==> config.mk <==
export PLATFORM = sky130hd
export DESIGN_NAME = result_buffer
export DESIGN_NICKNAME = d
export VERILOG_FILES = /design/src/rtl/result_buffer.sv
export SDC_FILE = /design/constraint.sdc
export NUM_CORES = 1
export LEC_CHECK = 0
export ABC_AREA = 1
export CAP_MARGIN = 30
export CELL_PAD_IN_SITES_DETAIL_PLACEMENT = 1
export CELL_PAD_IN_SITES_GLOBAL_PLACEMENT = 1
export CORE_ASPECT_RATIO = 1.4
export CORE_MARGIN = 3
export CORE_UTILIZATION = 42
export CTS_CLUSTER_SIZE = 40
export DETAILED_ROUTE_END_ITERATION = 8
export PLACE_DENSITY = 0.84
export SLEW_MARGIN = 20
export SYNTH_ARGS = -nofsm -noshare
export SYNTH_HDL_FRONTEND = slang
export SYNTH_SLANG_ARGS = --single-unit
==> constraint.sdc <==
create_clock -name CLK -period 2.4 [get_ports CLK]
set_clock_uncertainty 0.1 [all_clocks]
set_input_delay 0.72 -clock CLK [delete_from_list [all_inputs] [get_ports CLK]]
set_output_delay 0.72 -clock CLK [all_outputs]
set_load 0.02 [all_outputs]
==> src/rtl/result_buffer.sv <==
// Result FIFO between the calculator core and its consumer: first-word-fall-through
// output with a valid/ready handshake, plus sticky overflow and a saturating drop counter.
module result_buffer #(
  parameter int DATA_WIDTH = 18,
  parameter int DEPTH      = 8,
  parameter int CNT_WIDTH  = $clog2(DEPTH + 1),
  parameter int DROP_WIDTH = 8
) (
  input  logic                  CLK,
  input  logic                  Reset,
  input  logic                  Flush,
  input  logic                  In_Valid,
  input  logic [DATA_WIDTH-1:0] In_Result,
  input  logic                  Out_Ready,
  output logic                  Out_Valid,
  output logic [DATA_WIDTH-1:0] Out_Result,
  output logic [CNT_WIDTH-1:0]  Count,
  output logic                  Full,
  output logic                  Empty,
  output logic                  Overflow,
  output logic [DROP_WIDTH-1:0] Drop_Count
);

  localparam int PTR_W = $clog2(DEPTH);
  localparam logic [CNT_WIDTH-1:0] FULL_CNT = CNT_WIDTH'(DEPTH);

  logic [DATA_WIDTH-1:0] mem [DEPTH];
  logic [PTR_W-1:0]      rd_ptr;
  logic [PTR_W-1:0]      wr_ptr;
  logic                  push;
  logic                  pop;
  logic                  drop;

  function automatic logic [DROP_WIDTH-1:0] sat_inc(input logic [DROP_WIDTH-1:0] v);
    return (&v) ? v : v + DROP_WIDTH'(1);
  endfunction

  // Status comes only from the registered count, so inputs never reach outputs combinationally.
  assign Full       = (Count == FULL_CNT);
  assign Empty      = (Count == '0);
  assign Out_Valid  = !Empty;
  assign Out_Result = Empty ? '0 : mem[rd_ptr];

  assign pop  = Out_Valid && Out_Ready;
  assign push = In_Valid && (!Full || pop);
  assign drop = In_Valid && Full && !pop;

  // Storage is deliberately left unreset; only pointers and counters carry state.
  always_ff @(posedge CLK) begin
    if (push && !Flush)
      mem[wr_ptr] <= In_Result;
  end

  always_ff @(posedge CLK or negedge Reset) begin
    if (!Reset) begin
      rd_ptr     <= '0;
      wr_ptr     <= '0;
      Count      <= '0;
      Overflow   <= 1'b0;
      Drop_Count <= '0;
    end else if (Flush) begin
      rd_ptr     <= '0;
      wr_ptr     <= '0;
      Count      <= '0;
      Overflow   <= 1'b0;
      Drop_Count <= '0;
    end else begin
      if (push)
        wr_ptr <= wr_ptr + PTR_W'(1);
      if (pop)
        rd_ptr <= rd_ptr + PTR_W'(1);
      case ({push, pop})
        2'b10:   Count <= Count + CNT_WIDTH'(1);
        2'b01:   Count <= Count - CNT_WIDTH'(1);
        default: Count <= Count;
      endcase
      if (drop) begin
        Overflow   <= 1'b1;
        Drop_Count <= sat_inc(Drop_Count);
      end
    end
  end

endmodule

==> results.json <==
{
  "synth.most_common_cell": "edfxtp_1",
  "seqPwrFrac_pct": 31.5,
  "gp_congestion": 0.7637,
  "critPathTopFamily": "buffers and inverters",
  "fill_cells": 1523,
  "final_cells": 903,
  "clkTransAtPathRegs_ns": 0.06,
  "ir_drop_mv": 0.7072,
  "r2r_end": "mem[0][7]",
  "outcome": "complete, but fails checks",
  "drc": 0,
  "crit_type": "reg2out",
  "path_cells": "clkinv_4, buf_6, clkbuf_16, o21ai_2, o22ai_2, o21ai_2, a31oi_4, buf_6",
  "via_per_inst": 5.918,
  "cts_tree": "built",
  "netlist_top_cells_area": "edfxtp_1 (64%), dfrtp_1 (7.1%), o21ai_0 (6.9%)",
  "max_stage_delay_ns": 0.48,
  "layout.nets": 722,
  "setup_violations": 19,
  "worst_slew_pin_slew_ns": 0.3910,
  "diodes": 0,
  "r2r-start": "Count[3]",
  "fin_setup_tns_ns": -6.999,
  "final_hold_viol_count": 0,
  "r2r_slack_ns": 0.06,
  "p_int_uw": 6592,
  "start_util_pct": 43.07,
  "violations": "negative setup slack",
  "combPwrFrac_pct": 43.3,
  "cts_buffers": 17,
  "syn-num-nets": 588,
  "worst_hold_path_type": "reg2reg",
  "ys_seq_area_share_pct": 71.41,
  "rsz0062_at_grt": "true",
  "grt.total_usage_pct": 27.11,
  "cts.sinks": 163,
  "clkLatencyLatePin_ns": 0.44,
  "p_leak_uw": 0.003592,
  "ant_nets": 0,
  "overflow": 0,
  "pwr-share-clk_pct": 25.2,
  "ios": 57,
  "core_um2": 15610,
  "maxCapViolations": 0,
  "required_ns": 1.58,
  "cts_root_buf": "clkbuf_16",
  "slew_headroom_pct": 73.85,
  "fin_crit_ns": 2.868,
  "syn_area_um2": 6721,
  "synth_flop_cell": "edfxtp_1",
  "wl_um": 23600,
  "die_x_um": 112.9,
  "cp-end-kind": "primary output",
  "ys_async_sr_fraction_pct": 11.66,
  "post-synth-top-area-cell": "edfxtp_1",
  "die-area_um2": 17580,
  "h-tree-depth": 4,
  "clk_path_buf_depth": 2,
  "slowest_stage": "dfrtp_2",
  "drt_first_pass_iters": 5,
  "antenna_found_initial": 0,
  "synth-edff-count": 144,
  "first_global_vias": 5950,
  "wire_per_inst_um": 26.14,
  "io_buffers": 56,
  "grt_pass1_wl_um": 34890,
  "dp.cells": 849,
  "netlist.area_leader.share_pct": 64.33,
  "switchingPower_uw": 3793,
  "drt_iter0_markers": 458,
  "crit_path_end": "Out_Result[12]",
  "fmax_ghz": 0.3486,
  "critPathBufInv": 4,
  "ys_warn_count": 0,
  "via_count": 5344,
  "syn_inst": 560,
  "rr_worst_depth": 9,
  "ys_ff_latch": 163,
  "crit_arrival_ns": 2.05,
  "drive_above_1_share_pct": 34.79,
  "powerDensity_nw_per_um2": 1095,
  "startpoint": "rd_ptr[0]",
  "cp-start-kind": "flop",
  "fin_ws_ns": -0.4683,
  "fin_crit_sh_pct": 119.5,
  "dpl.hpwl_um": 12700,
  "syn_area_per_cell_um2": 12.00,
  "synth_cell_type_count": 31,
  "holdWs_ns": 0.4649,
  "die_h_um": 155.7,
  "sw_frac_of_total_pct": 36.52,
  "cp.depth": 8,
  "areaGrowthSynthToFinish_pct": 41.14,
  "grt_max_degree": 27,
  "drv_slew": 0,
  "synthTopCellsByCount": "edfxtp_1 (144), nor2_1 (124), o21ai_0 (93)",
  "final_core_util_pct": 60.78,
  "ctsHoldBuffers": 0,
  "rows": 54,
  "path_max_fanout": 5
}
layout by cell type, fill, tap and decap left out, drive strengths merged, types with 23 or more instances in the layout:
master and instances:
buf 106, nor2 126, o21ai 96, inv 23, clkbuf 26, nand2 43
edfxtp 144, clkdlybuf4s50 30
worst min-delay path, stage by stage, from the launching register on:
cell	delay (ns)
dfrtp_1	0.40
nand2_1	0.07
nand2_1	0.06
worst min-delay path by stage:
| stage | start | to | slack [ns] | cells past startpoint |
|---|---|---|---|---|
| finish | Drop_Count[1] | Drop_Count[1] | 0.46 | 2 |
| global route | Overflow | Overflow | 0.50 | 2 |
| CTS | Overflow | Overflow | 0.46 | 2 |
| detailed placement | Overflow | Overflow | 0.43 | 2 |
| global placement | Drop_Count[1] | Drop_Count[1] | 0.41 | 2 |
| floorplan | Reset | Count[0] | 0.32 | 0 |
routing by layer:
metal  up-vias  global-route usage (%)  part of all wire (%)
li1       2286                       -                     -
met1      2745                   29.13                    35
met2       226                   49.72                    55
met3        87                   4.191                   4.7
met4         0                   16.21                   4.7
met5         -                       0                     0
flip-flops by register name (all words and copies together) (netlist names):
register	flops
rd_ptr	3
mem	144
Count	4
Drop_Count	8
wr_ptr	3
Overflow	1
area by class of cell:
cell class / instances / area [µm²] / area share, %
Clock buffer: 23 / 478.0 / 5.038
Clock inverter: 9 / 72.57 / 0.7650
Inverter: 22 / 92.59 / 0.9760
Multi-Input combinational cell: 345 / 2178 / 22.96
Sequential cell: 163 / 4802 / 50.62
Tap cell: 196 / 245.2 / 2.585
Timing Repair Buffer: 145 / 1618 / 17.05
power groups by stage:
stage               clock network (µW)  registers (µW)  logic [µW]
floorplan                            0            3350        1650
global placement                     0            3300        3130
detailed placement                   0            3310        3300
CTS                               2550            3260        3960
global route                      2740            3280        4750
finish                            2610            3270        4500
cells by family after synthesis:
logic type / share of synthesized area (%)
compound gates: 11.32
buf+inv: 3.295
fa+ha+maj: 0.9308
flops: 71.41
simple gates: 12.27
xor+xnor: 0.7818
repair_timing:
action,4_1_cts,5_1_grt
setup buffers,10,2
pin swaps,33,42
resized for setup,223,118
cloned,10,2
setup endpoints to repair,22,73
per-stage QoR:
stage               power, µW  instance area, µm²  worst slack, ns
floorplan                4995                6759          -0.1055
global placement         6425                8018          -0.3149
detailed placement       6609                8018          -0.4853
CTS                      9776                9109          -0.3508
global route            10770                9487          -0.4966
finish                  10380                9487          -0.4683
No activity file was read; power rests on OpenSTA's default activity.
